$ cat src/rtl/cd_csr_pkg.sv
// Shared definitions for the CDBUS CSR block: register map, reset defaults
// and int_flag bit positions.
package cd_csr_pkg;

  localparam logic [4:0] REG_VERSION         = 5'h00;
  localparam logic [4:0] REG_SETTING         = 5'h02;
  localparam logic [4:0] REG_IDLE_WAIT_LEN   = 5'h04;
  localparam logic [4:0] REG_TX_PERMIT_LEN_L = 5'h05;
  localparam logic [4:0] REG_TX_PERMIT_LEN_H = 5'h06;
  localparam logic [4:0] REG_MAX_IDLE_LEN_L  = 5'h07;
  localparam logic [4:0] REG_MAX_IDLE_LEN_H  = 5'h08;
  localparam logic [4:0] REG_TX_PRE_LEN      = 5'h09;
  localparam logic [4:0] REG_FILTER          = 5'h0b;
  localparam logic [4:0] REG_DIV_LS_L        = 5'h0c;
  localparam logic [4:0] REG_DIV_LS_H        = 5'h0d;
  localparam logic [4:0] REG_DIV_HS_L        = 5'h0e;
  localparam logic [4:0] REG_DIV_HS_H        = 5'h0f;
  localparam logic [4:0] REG_INT_FLAG        = 5'h10;
  localparam logic [4:0] REG_INT_MASK        = 5'h11;
  localparam logic [4:0] REG_RX              = 5'h14;
  localparam logic [4:0] REG_TX              = 5'h15;
  localparam logic [4:0] REG_RX_CTRL         = 5'h16;
  localparam logic [4:0] REG_TX_CTRL         = 5'h17;
  localparam logic [4:0] REG_RX_ADDR         = 5'h18;
  localparam logic [4:0] REG_RX_PAGE_FLAG    = 5'h19;
  localparam logic [4:0] REG_FILTER1         = 5'h1a;

  // setting = {full_duplex, break_sync, arbitration, not_drop, user_crc, tx_invert, tx_push_pull}
  localparam logic [6:0] RST_SETTING       = 7'h10;
  localparam logic [7:0] RST_IDLE_WAIT_LEN = 8'd10;
  localparam logic [9:0] RST_TX_PERMIT_LEN = 10'd20;
  localparam logic [9:0] RST_MAX_IDLE_LEN  = 10'd200;
  localparam logic [1:0] RST_TX_PRE_LEN    = 2'd1;
  localparam logic [7:0] RST_FILTER        = 8'hff;

  localparam int IF_BUS_IDLE   = 0;
  localparam int IF_RX_PENDING = 1;
  localparam int IF_RX_BREAK   = 2;
  localparam int IF_RX_LOST    = 3;
  localparam int IF_RX_ERR     = 4;
  localparam int IF_TX_DONE    = 5;
  localparam int IF_CD         = 6;
  localparam int IF_TX_ERR     = 7;

  // filter 0 lives in the legacy slot, the rest are appended from 0x1a
  function automatic logic [4:0] filter_addr(input int idx);
    return (idx == 0) ? REG_FILTER : 5'(int'(REG_FILTER1) + idx - 1);
  endfunction

endpackage

$ cat src/rtl/cd_irq_flags.sv
// Sticky interrupt flag bank with W1C clear, tx-done edge detect, mask and
// registered irq. A set landing with a clear in the same cycle wins.
module cd_irq_flags
  import cd_csr_pkg::*;
(
  input  logic       clk,
  input  logic       reset_n,
  input  logic       i_rx_error,
  input  logic       i_rx_ram_lost,
  input  logic       i_rx_break,
  input  logic       i_cd,
  input  logic       i_tx_err,
  input  logic       i_tx_pending,
  input  logic       i_rx_pending,
  input  logic       i_bus_idle,
  input  logic [7:2] i_clr,
  input  logic       i_mask_we,
  input  logic [7:0] i_mask_wdata,
  output logic [7:0] o_int_flag,
  output logic [7:0] o_int_mask,
  output logic       o_irq
);

  logic [7:2] r_sticky;
  logic [7:0] r_mask;
  logic       r_tx_pending_d;
  logic       r_irq;
  logic [7:2] w_set;

  always_comb begin
    w_set              = '0;
    w_set[IF_RX_BREAK] = i_rx_break;
    w_set[IF_RX_LOST]  = i_rx_ram_lost;
    w_set[IF_RX_ERR]   = i_rx_error;
    w_set[IF_TX_DONE]  = r_tx_pending_d & ~i_tx_pending;
    w_set[IF_CD]       = i_cd;
    w_set[IF_TX_ERR]   = i_tx_err;
  end

  assign o_int_flag = {r_sticky, i_rx_pending, i_bus_idle};
  assign o_int_mask = r_mask;
  assign o_irq      = r_irq;

  always_ff @(posedge clk or negedge reset_n) begin
    if (!reset_n) begin
      r_sticky       <= '0;
      r_mask         <= '0;
      r_tx_pending_d <= 1'b0;
      r_irq          <= 1'b0;
    end else begin
      r_sticky       <= (r_sticky & ~i_clr) | w_set;
      r_tx_pending_d <= i_tx_pending;
      r_irq          <= |(o_int_flag & r_mask);
      if (i_mask_we) r_mask <= i_mask_wdata;
    end
  end

endmodule

$ cat src/rtl/cd_csr_gen.sv
// CDBUS control/status registers between the host Avalon-MM port and the
// cd_rx/cd_tx datapaths; read data returns one cycle after the read strobe.
module cd_csr_gen
  import cd_csr_pkg::*;
#(
  parameter logic [7:0]  VERSION  = 8'd12,
  parameter logic [15:0] DIV_LS   = 16'd346,
  parameter logic [15:0] DIV_HS   = 16'd346,
  parameter int          N_FILTER = 3,
  parameter int          RAM_AW   = 8
) (
  input  logic                  clk,
  input  logic                  reset_n,
  output logic                  irq,
  input  logic [4:0]            csr_address,
  input  logic                  csr_read,
  input  logic                  csr_write,
  input  logic [7:0]            csr_writedata,
  output logic [7:0]            csr_readdata,
  output logic                  csr_readdatavalid,
  output logic                  full_duplex,
  output logic                  break_sync,
  output logic                  arbitration,
  output logic                  not_drop,
  output logic                  user_crc,
  output logic                  tx_invert,
  output logic                  tx_push_pull,
  output logic [7:0]            idle_wait_len,
  output logic [9:0]            tx_permit_len,
  output logic [9:0]            max_idle_len,
  output logic [1:0]            tx_pre_len,
  output logic [8*N_FILTER-1:0] filters,
  output logic [15:0]           div_ls,
  output logic [15:0]           div_hs,
  output logic [RAM_AW-1:0]     rx_ram_rd_addr,
  input  logic [7:0]            rx_ram_rd_byte,
  input  logic [7:0]            rx_ram_rd_flags,
  output logic                  rx_ram_rd_done,
  output logic                  rx_clean_all,
  output logic                  tx_ram_switch,
  output logic                  tx_abort,
  input  logic                  rx_error,
  input  logic                  rx_ram_lost,
  input  logic                  rx_break,
  input  logic                  cd,
  input  logic                  tx_err,
  input  logic                  rx_pending,
  input  logic                  bus_idle,
  input  logic                  tx_pending,
  output logic                  tx_ram_wr_en,
  output logic [RAM_AW-1:0]     tx_ram_wr_addr,
  output logic                  has_break,
  input  logic                  ack_break
);

  logic                  r_rd_valid;
  logic [4:0]            r_rd_sel;
  logic [6:0]            r_setting;
  logic [7:0]            r_idle_wait_len;
  logic [9:0]            r_tx_permit_len;
  logic [9:0]            r_max_idle_len;
  logic [1:0]            r_tx_pre_len;
  logic [8*N_FILTER-1:0] r_filters;
  logic [15:0]           r_div_ls;
  logic [15:0]           r_div_hs;
  logic [RAM_AW-1:0]     r_rx_addr;
  logic [RAM_AW-1:0]     r_tx_addr;
  logic                  r_rx_ram_rd_done;
  logic                  r_rx_clean_all;
  logic                  r_tx_ram_switch;
  logic                  r_tx_abort;
  logic                  r_has_break;

  logic                  w_rd;
  logic                  w_set_break;
  logic [7:2]            w_clr;
  logic [7:0]            w_int_flag;
  logic [7:0]            w_int_mask;
  logic [7:0]            w_rd_data;

  // a simultaneous read and write performs only the write
  assign w_rd        = csr_read & ~csr_write;
  assign w_set_break = csr_write && csr_address == REG_TX_CTRL && csr_writedata[5];

  always_comb begin
    w_clr = '0;
    if (csr_write) begin
      if (csr_address == REG_INT_FLAG) w_clr = csr_writedata[7:2];
      if (csr_address == REG_RX_CTRL) begin
        w_clr[IF_RX_LOST]  = csr_writedata[2];
        w_clr[IF_RX_ERR]   = csr_writedata[3];
        w_clr[IF_RX_BREAK] = csr_writedata[5];
      end
      if (csr_address == REG_TX_CTRL) begin
        w_clr[IF_CD]     = csr_writedata[2];
        w_clr[IF_TX_ERR] = csr_writedata[3];
      end
    end
  end

  cd_irq_flags u_irq_flags (
    .clk           (clk),
    .reset_n       (reset_n),
    .i_rx_error    (rx_error),
    .i_rx_ram_lost (rx_ram_lost),
    .i_rx_break    (rx_break),
    .i_cd          (cd),
    .i_tx_err      (tx_err),
    .i_tx_pending  (tx_pending),
    .i_rx_pending  (rx_pending),
    .i_bus_idle    (bus_idle),
    .i_clr         (w_clr),
    .i_mask_we     (csr_write && csr_address == REG_INT_MASK),
    .i_mask_wdata  (csr_writedata),
    .o_int_flag    (w_int_flag),
    .o_int_mask    (w_int_mask),
    .o_irq         (irq)
  );

  always_ff @(posedge clk or negedge reset_n) begin
    if (!reset_n) begin
      r_rd_valid       <= 1'b0;
      r_rd_sel         <= '0;
      r_setting        <= RST_SETTING;
      r_idle_wait_len  <= RST_IDLE_WAIT_LEN;
      r_tx_permit_len  <= RST_TX_PERMIT_LEN;
      r_max_idle_len   <= RST_MAX_IDLE_LEN;
      r_tx_pre_len     <= RST_TX_PRE_LEN;
      r_filters        <= {N_FILTER{RST_FILTER}};
      r_div_ls         <= DIV_LS;
      r_div_hs         <= DIV_HS;
      r_rx_addr        <= '0;
      r_tx_addr        <= '0;
      r_rx_ram_rd_done <= 1'b0;
      r_rx_clean_all   <= 1'b0;
      r_tx_ram_switch  <= 1'b0;
      r_tx_abort       <= 1'b0;
      r_has_break      <= 1'b0;
    end else begin
      r_rd_valid       <= w_rd;
      r_rx_ram_rd_done <= 1'b0;
      r_rx_clean_all   <= 1'b0;
      r_tx_ram_switch  <= 1'b0;
      r_tx_abort       <= 1'b0;
      if (w_rd) r_rd_sel <= csr_address;
      // the RAM latches the pre-increment address on this same edge
      if (w_rd && csr_address == REG_RX) r_rx_addr <= r_rx_addr + RAM_AW'(1);
      if (csr_write) begin
        case (csr_address)
          REG_SETTING:         r_setting <= csr_writedata[6:0];
          REG_IDLE_WAIT_LEN:   r_idle_wait_len <= csr_writedata;
          REG_TX_PERMIT_LEN_L: r_tx_permit_len[7:0] <= csr_writedata;
          REG_TX_PERMIT_LEN_H: r_tx_permit_len[9:8] <= csr_writedata[1:0];
          REG_MAX_IDLE_LEN_L:  r_max_idle_len[7:0] <= csr_writedata;
          REG_MAX_IDLE_LEN_H:  r_max_idle_len[9:8] <= csr_writedata[1:0];
          REG_TX_PRE_LEN:      r_tx_pre_len <= csr_writedata[1:0];
          REG_DIV_LS_L:        r_div_ls[7:0] <= csr_writedata;
          REG_DIV_LS_H:        r_div_ls[15:8] <= csr_writedata;
          REG_DIV_HS_L:        r_div_hs[7:0] <= csr_writedata;
          REG_DIV_HS_H:        r_div_hs[15:8] <= csr_writedata;
          REG_TX:              r_tx_addr <= r_tx_addr + RAM_AW'(1);
          REG_RX_ADDR:         r_rx_addr <= RAM_AW'(csr_writedata);
          REG_RX_CTRL: begin
            if (csr_writedata[0]) r_rx_addr <= '0;
            r_rx_ram_rd_done <= csr_writedata[1];
            r_rx_clean_all   <= csr_writedata[4];
          end
          REG_TX_CTRL: begin
            if (csr_writedata[0]) r_tx_addr <= '0;
            r_tx_ram_switch <= csr_writedata[1];
            r_tx_abort      <= csr_writedata[4];
          end
          default: ;
        endcase
      end
      for (int i = 0; i < N_FILTER; i++) begin
        if (csr_write && csr_address == filter_addr(i)) r_filters[8*i +: 8] <= csr_writedata;
      end
      if (w_set_break)    r_has_break <= 1'b1;
      else if (ack_break) r_has_break <= 1'b0;
    end
  end

  always_comb begin
    w_rd_data = '0;
    case (r_rd_sel)
      REG_VERSION:         w_rd_data = VERSION;
      REG_SETTING:         w_rd_data = {1'b0, r_setting};
      REG_IDLE_WAIT_LEN:   w_rd_data = r_idle_wait_len;
      REG_TX_PERMIT_LEN_L: w_rd_data = r_tx_permit_len[7:0];
      REG_TX_PERMIT_LEN_H: w_rd_data = {6'b0, r_tx_permit_len[9:8]};
      REG_MAX_IDLE_LEN_L:  w_rd_data = r_max_idle_len[7:0];
      REG_MAX_IDLE_LEN_H:  w_rd_data = {6'b0, r_max_idle_len[9:8]};
      REG_TX_PRE_LEN:      w_rd_data = {6'b0, r_tx_pre_len};
      REG_DIV_LS_L:        w_rd_data = r_div_ls[7:0];
      REG_DIV_LS_H:        w_rd_data = r_div_ls[15:8];
      REG_DIV_HS_L:        w_rd_data = r_div_hs[7:0];
      REG_DIV_HS_H:        w_rd_data = r_div_hs[15:8];
      REG_INT_FLAG:        w_rd_data = w_int_flag;
      REG_INT_MASK:        w_rd_data = w_int_mask;
      REG_RX:              w_rd_data = rx_ram_rd_byte;
      REG_RX_ADDR:         w_rd_data = 8'(r_rx_addr);
      REG_RX_PAGE_FLAG:    w_rd_data = rx_ram_rd_flags;
      default:             w_rd_data = '0;
    endcase
    for (int i = 0; i < N_FILTER; i++) begin
      if (r_rd_sel == filter_addr(i)) w_rd_data = r_filters[8*i +: 8];
    end
  end

  assign csr_readdata      = r_rd_valid ? w_rd_data : 8'h00;
  assign csr_readdatavalid = r_rd_valid;

  assign {full_duplex, break_sync, arbitration, not_drop, user_crc, tx_invert, tx_push_pull} = r_setting;
  assign idle_wait_len  = r_idle_wait_len;
  assign tx_permit_len  = r_tx_permit_len;
  assign max_idle_len   = r_max_idle_len;
  assign tx_pre_len     = r_tx_pre_len;
  assign filters        = r_filters;
  assign div_ls         = r_div_ls;
  assign div_hs         = r_div_hs;
  assign rx_ram_rd_addr = r_rx_addr;
  assign tx_ram_wr_addr = r_tx_addr;
  assign rx_ram_rd_done = r_rx_ram_rd_done;
  assign rx_clean_all   = r_rx_clean_all;
  assign tx_ram_switch  = r_tx_ram_switch;
  assign tx_abort       = r_tx_abort;
  assign has_break      = r_has_break;
  assign tx_ram_wr_en   = csr_write && csr_address == REG_TX;

endmodule
$ cat config.mk
export PLATFORM = sky130hd
export DESIGN_NAME = cd_csr_gen
export DESIGN_NICKNAME = d
export VERILOG_FILES = /design/src/rtl/cd_csr_pkg.sv /design/src/rtl/cd_irq_flags.sv /design/src/rtl/cd_csr_gen.sv
export SDC_FILE = /design/constraint.sdc
export NUM_CORES = 1
export LEC_CHECK = 0
export ABC_AREA = 1
export CAP_MARGIN = 20
export CORE_ASPECT_RATIO = 0.5
export CORE_MARGIN = 8
export CORE_UTILIZATION = 50
export CTS_CLUSTER_DIAMETER = 80
export CTS_CLUSTER_SIZE = 40
export DETAILED_ROUTE_END_ITERATION = 8
export GPL_TIMING_DRIVEN = 0
export PLACE_DENSITY = 0.8
export SLEW_MARGIN = 10
export SYNTH_ARGS = -nofsm -noshare
export SYNTH_HDL_FRONTEND = slang
export SYNTH_SLANG_ARGS = --single-unit
$ cat constraint.sdc
create_clock -name clk -period 2.3 [get_ports clk]
set_input_delay 0.46 -clock clk [delete_from_list [all_inputs] [get_ports clk]]
set_output_delay 0.46 -clock clk [all_outputs]
set_load 0.02 [all_outputs]
==> run summary <==
outcome -> finished with violations
failing checks -> negative setup slack
number of global-route vias before repair -> 7202
most frequent cell after synthesis -> nand2_1
crit path launch type -> flip-flop
Detailed Routing Iterations Pass 1 -> 8
# diodes -> 0
Cell Pwr Density -> 895 nW/µm²
Antenna Nets Post-Route -> 0
worst vdd rail ir drop -> 0.000430 V
Pwr Total -> 8900 µW
Final WS setup -> -0.344 ns
synthesized area per cell -> 7.76 µm²
Distinct cells, synth -> 37
Fmax -> 378 MHz
Initial Util -> 0.511
Top Usage Layer GRT -> met2
Routed WL per cell -> 20.1 µm
detailed-route via count -> 7414
ys async rst share -> 1.00
CP endpoint kind -> output port
Seq/Total Area, Yosys -> 0.500
DIE WIDTH -> 182 µm
DP Wirelength -> 19400 µm
YS warnings -> 0
synth cell count leaders -> nand2_1 (284), o21ai_0 (115), dfrtp_1 (93), nor2_1 (73), nand3_1 (64)
pin count of the biggest net entering global routing -> 95
clk_skew -> 0.00430 ns
DR DRC count -> 0
Synth Register Bits -> 136
Critical Path Fanout Max -> 10
PortBufs -> 166
CTS tree -> built
met2 Use GR -> 0.450
area grow syn2layout -> 43.7%
mapped cell area -> 6920 µm²
Filler Cell Count -> 1069
Leakage -> 0.00455 µW
max_cap viols -> 0
met3 Use GR -> 0.0753
Required @ worst endpoint -> 1.84 ns
antenna violations before repair -> 1
Overall Global Routing Usage -> 0.288
Die Y -> 99.2 µm
Final GP Congestion -> 0.952
final setup fails -> 8
final core occ -> 0.734
most area-consuming cells after synthesis -> dfrtp_1 (34%), dfstp_2 (16%), nand2_1 (15%), o21ai_0 (8.3%), nand3_1 (4.6%)
met1 GRT Util -> 0.393
Ports -> 167
total clock sinks -> 136
Tightest Pin Transition -> 0.875 ns
ys flop type -> dfrtp_1
Synth Instances -> 892
Via density -> 5.70
htree depth -> 4
RSZ-0062 raised after global routing -> true
number of buffers created by CTS -> 17
Synth area leader -> dfrtp_1
DRT iter0 DRCs -> 960
Worst-path clk slew -> 0.06 ns
WS Path Type -> reg2out
Fin. Hold Viols -> 0
Clock Latency Late Sink -> 0.42 ns
first-pass GRT wire length -> 40700 µm
HP Class -> reg2reg
final net count -> 1139
Congestion Overflow GR -> 0
final count of pins violating max slew -> 0
Final Cycle Share -> 1.15
Root Driver -> clkbuf_16
Core Rows -> 30
Slew headroom -> 0.412
Post-Route WL -> 26100 µm
layout cell share with drive strength beyond 1 -> 0.184
WP data arrival -> 2.18 ns
die area -> 18100 µm²
post-synth top area share -> 0.336
crit path time final -> 2.64 ns
Post-Syn Nets -> 936
clock buffer depth -> 2
Post-synth EDFFs -> 0
Placeable Area -> 13600 µm²
## repair_timing
item,in CTS,in global routing
hold endpoints to repair,39,0
setup endpoints to repair,9,9
setup buffers,14,1
resized for setup,124,9
gates cloned,0,1
hold buffers,1,0
pin swaps,29,15
## critical path, stage by stage, from the launching register on
cell and delay [ns]:
dfrtp_2 0.50, inv_2 0.14, nor2_4 0.06, buf_4 0.17
nand3_1 0.10, nand2_1 0.06, nor2_1 0.16, nand2_2 0.13
nor2_2 0.12, nand3_1 0.08, nand2_1 0.08, inv_2 0.04
buf_6 0.12
## through the flow
step	setup WS [ns]	hold WS (ns)	cells	area (µm²)	TNS [ns]
4_1_cts	-0.319	0.503	1298	9890	-2.31
5_1_grt	-0.459	0.512	1300	9940	-3.38
2_1_floorplan	0.361	0.164	892	6920	0
3_3_place_gp	-4.41	0.487	1250	8820	-539.16
3_5_place_dp	-0.562	0.405	1251	8850	-15.94
6_report	-0.344	0.501	1300	9940	-2.53
## registers in the layout, indices dropped and copies added (netlist names), 10 cells and up
signal and flops:
filters 24, max_idle_len 10, tx_permit_len 10, div_hs 16, div_ls 16
## metal layers
layer | wire [µm] | vias up
met5 | 0 | -
met4 | 385 | 0
met3 | 2750 | 51
met2 | 11900 | 433
met1 | 11100 | 3576
li1 | - | 3354
## cells in the final DEF, fill, tap and decap left out, types with 4 or more instances in the layout
| master | n |
|---|---|
| nand2_1 | 265 |
| clkdlybuf4s50_1 | 155 |
| o21ai_0 | 115 |
| dfrtp_1 | 91 |
| nand3_1 | 62 |
| inv_1 | 53 |
| nor2_1 | 51 |
| nand4_1 | 43 |
| dfstp_2 | 43 |
| buf_4 | 23 |
| clkbuf_1 | 22 |
| clkbuf_16 | 21 |
| nand2_2 | 20 |
| nor2_2 | 19 |
| nor2_4 | 18 |
| a21oi_1 | 14 |
| inv_2 | 11 |
| buf_6 | 11 |
| nor3_1 | 4 |
| o22ai_1 | 4 |
| inv_6 | 4 |
## cell type report
type / count / area (µm²) / share of cell area
inverter: 65 / 246 / 0.0248
multi-input combinational: 651 / 3240 / 0.326
clock inverter: 10 / 126 / 0.0127
tap: 192 / 240 / 0.0242
sequential: 136 / 3460 / 0.348
timing repair buffer: 184 / 1880 / 0.189
clock buffer: 22 / 518 / 0.0521
buffer: 40 / 228 / 0.0229
## cells by family after synthesis
logic type | Yosys count | synth area share
XOR/XNOR | 5 | 0.00633
AO/OA/AOI/OAI | 148 | 0.114
buffers and inverters | 105 | 0.0611
flip-flops | 136 | 0.500
multiplexers | 1 | 0.00145
adder cells (fa/ha/maj) | 2 | 0.00362
AND/OR/NAND/NOR | 495 | 0.314
## worst paths after layout
check | startpoint | to | slack (ns) | cells after the start
min in group asynchronous | reset_n | div_ls[15] | 0.51 | 2
worst max register to register | rx_ram_rd_addr[3] | rx_ram_rd_addr[6] | 0.75 | 7
max in group asynchronous | reset_n | r_rd_sel[2] | 0.94 | 3
worst min-delay path | filters[12] | filters[12] | 0.50 | 2
worst min register to register | filters[12] | filters[12] | 0.50 | 2
worst max-delay path | r_rd_sel[1] | csr_readdata[4] | -0.34 | 12
## power breakdown
group          internal, µW  total [µW]  switching, µW
combinational          1120        2560           1440
sequential             2910        3360            449
clock                  1840        2980           1130
total                  5880        8900           3020
Note: power is estimated with default switching activity, not from simulation.
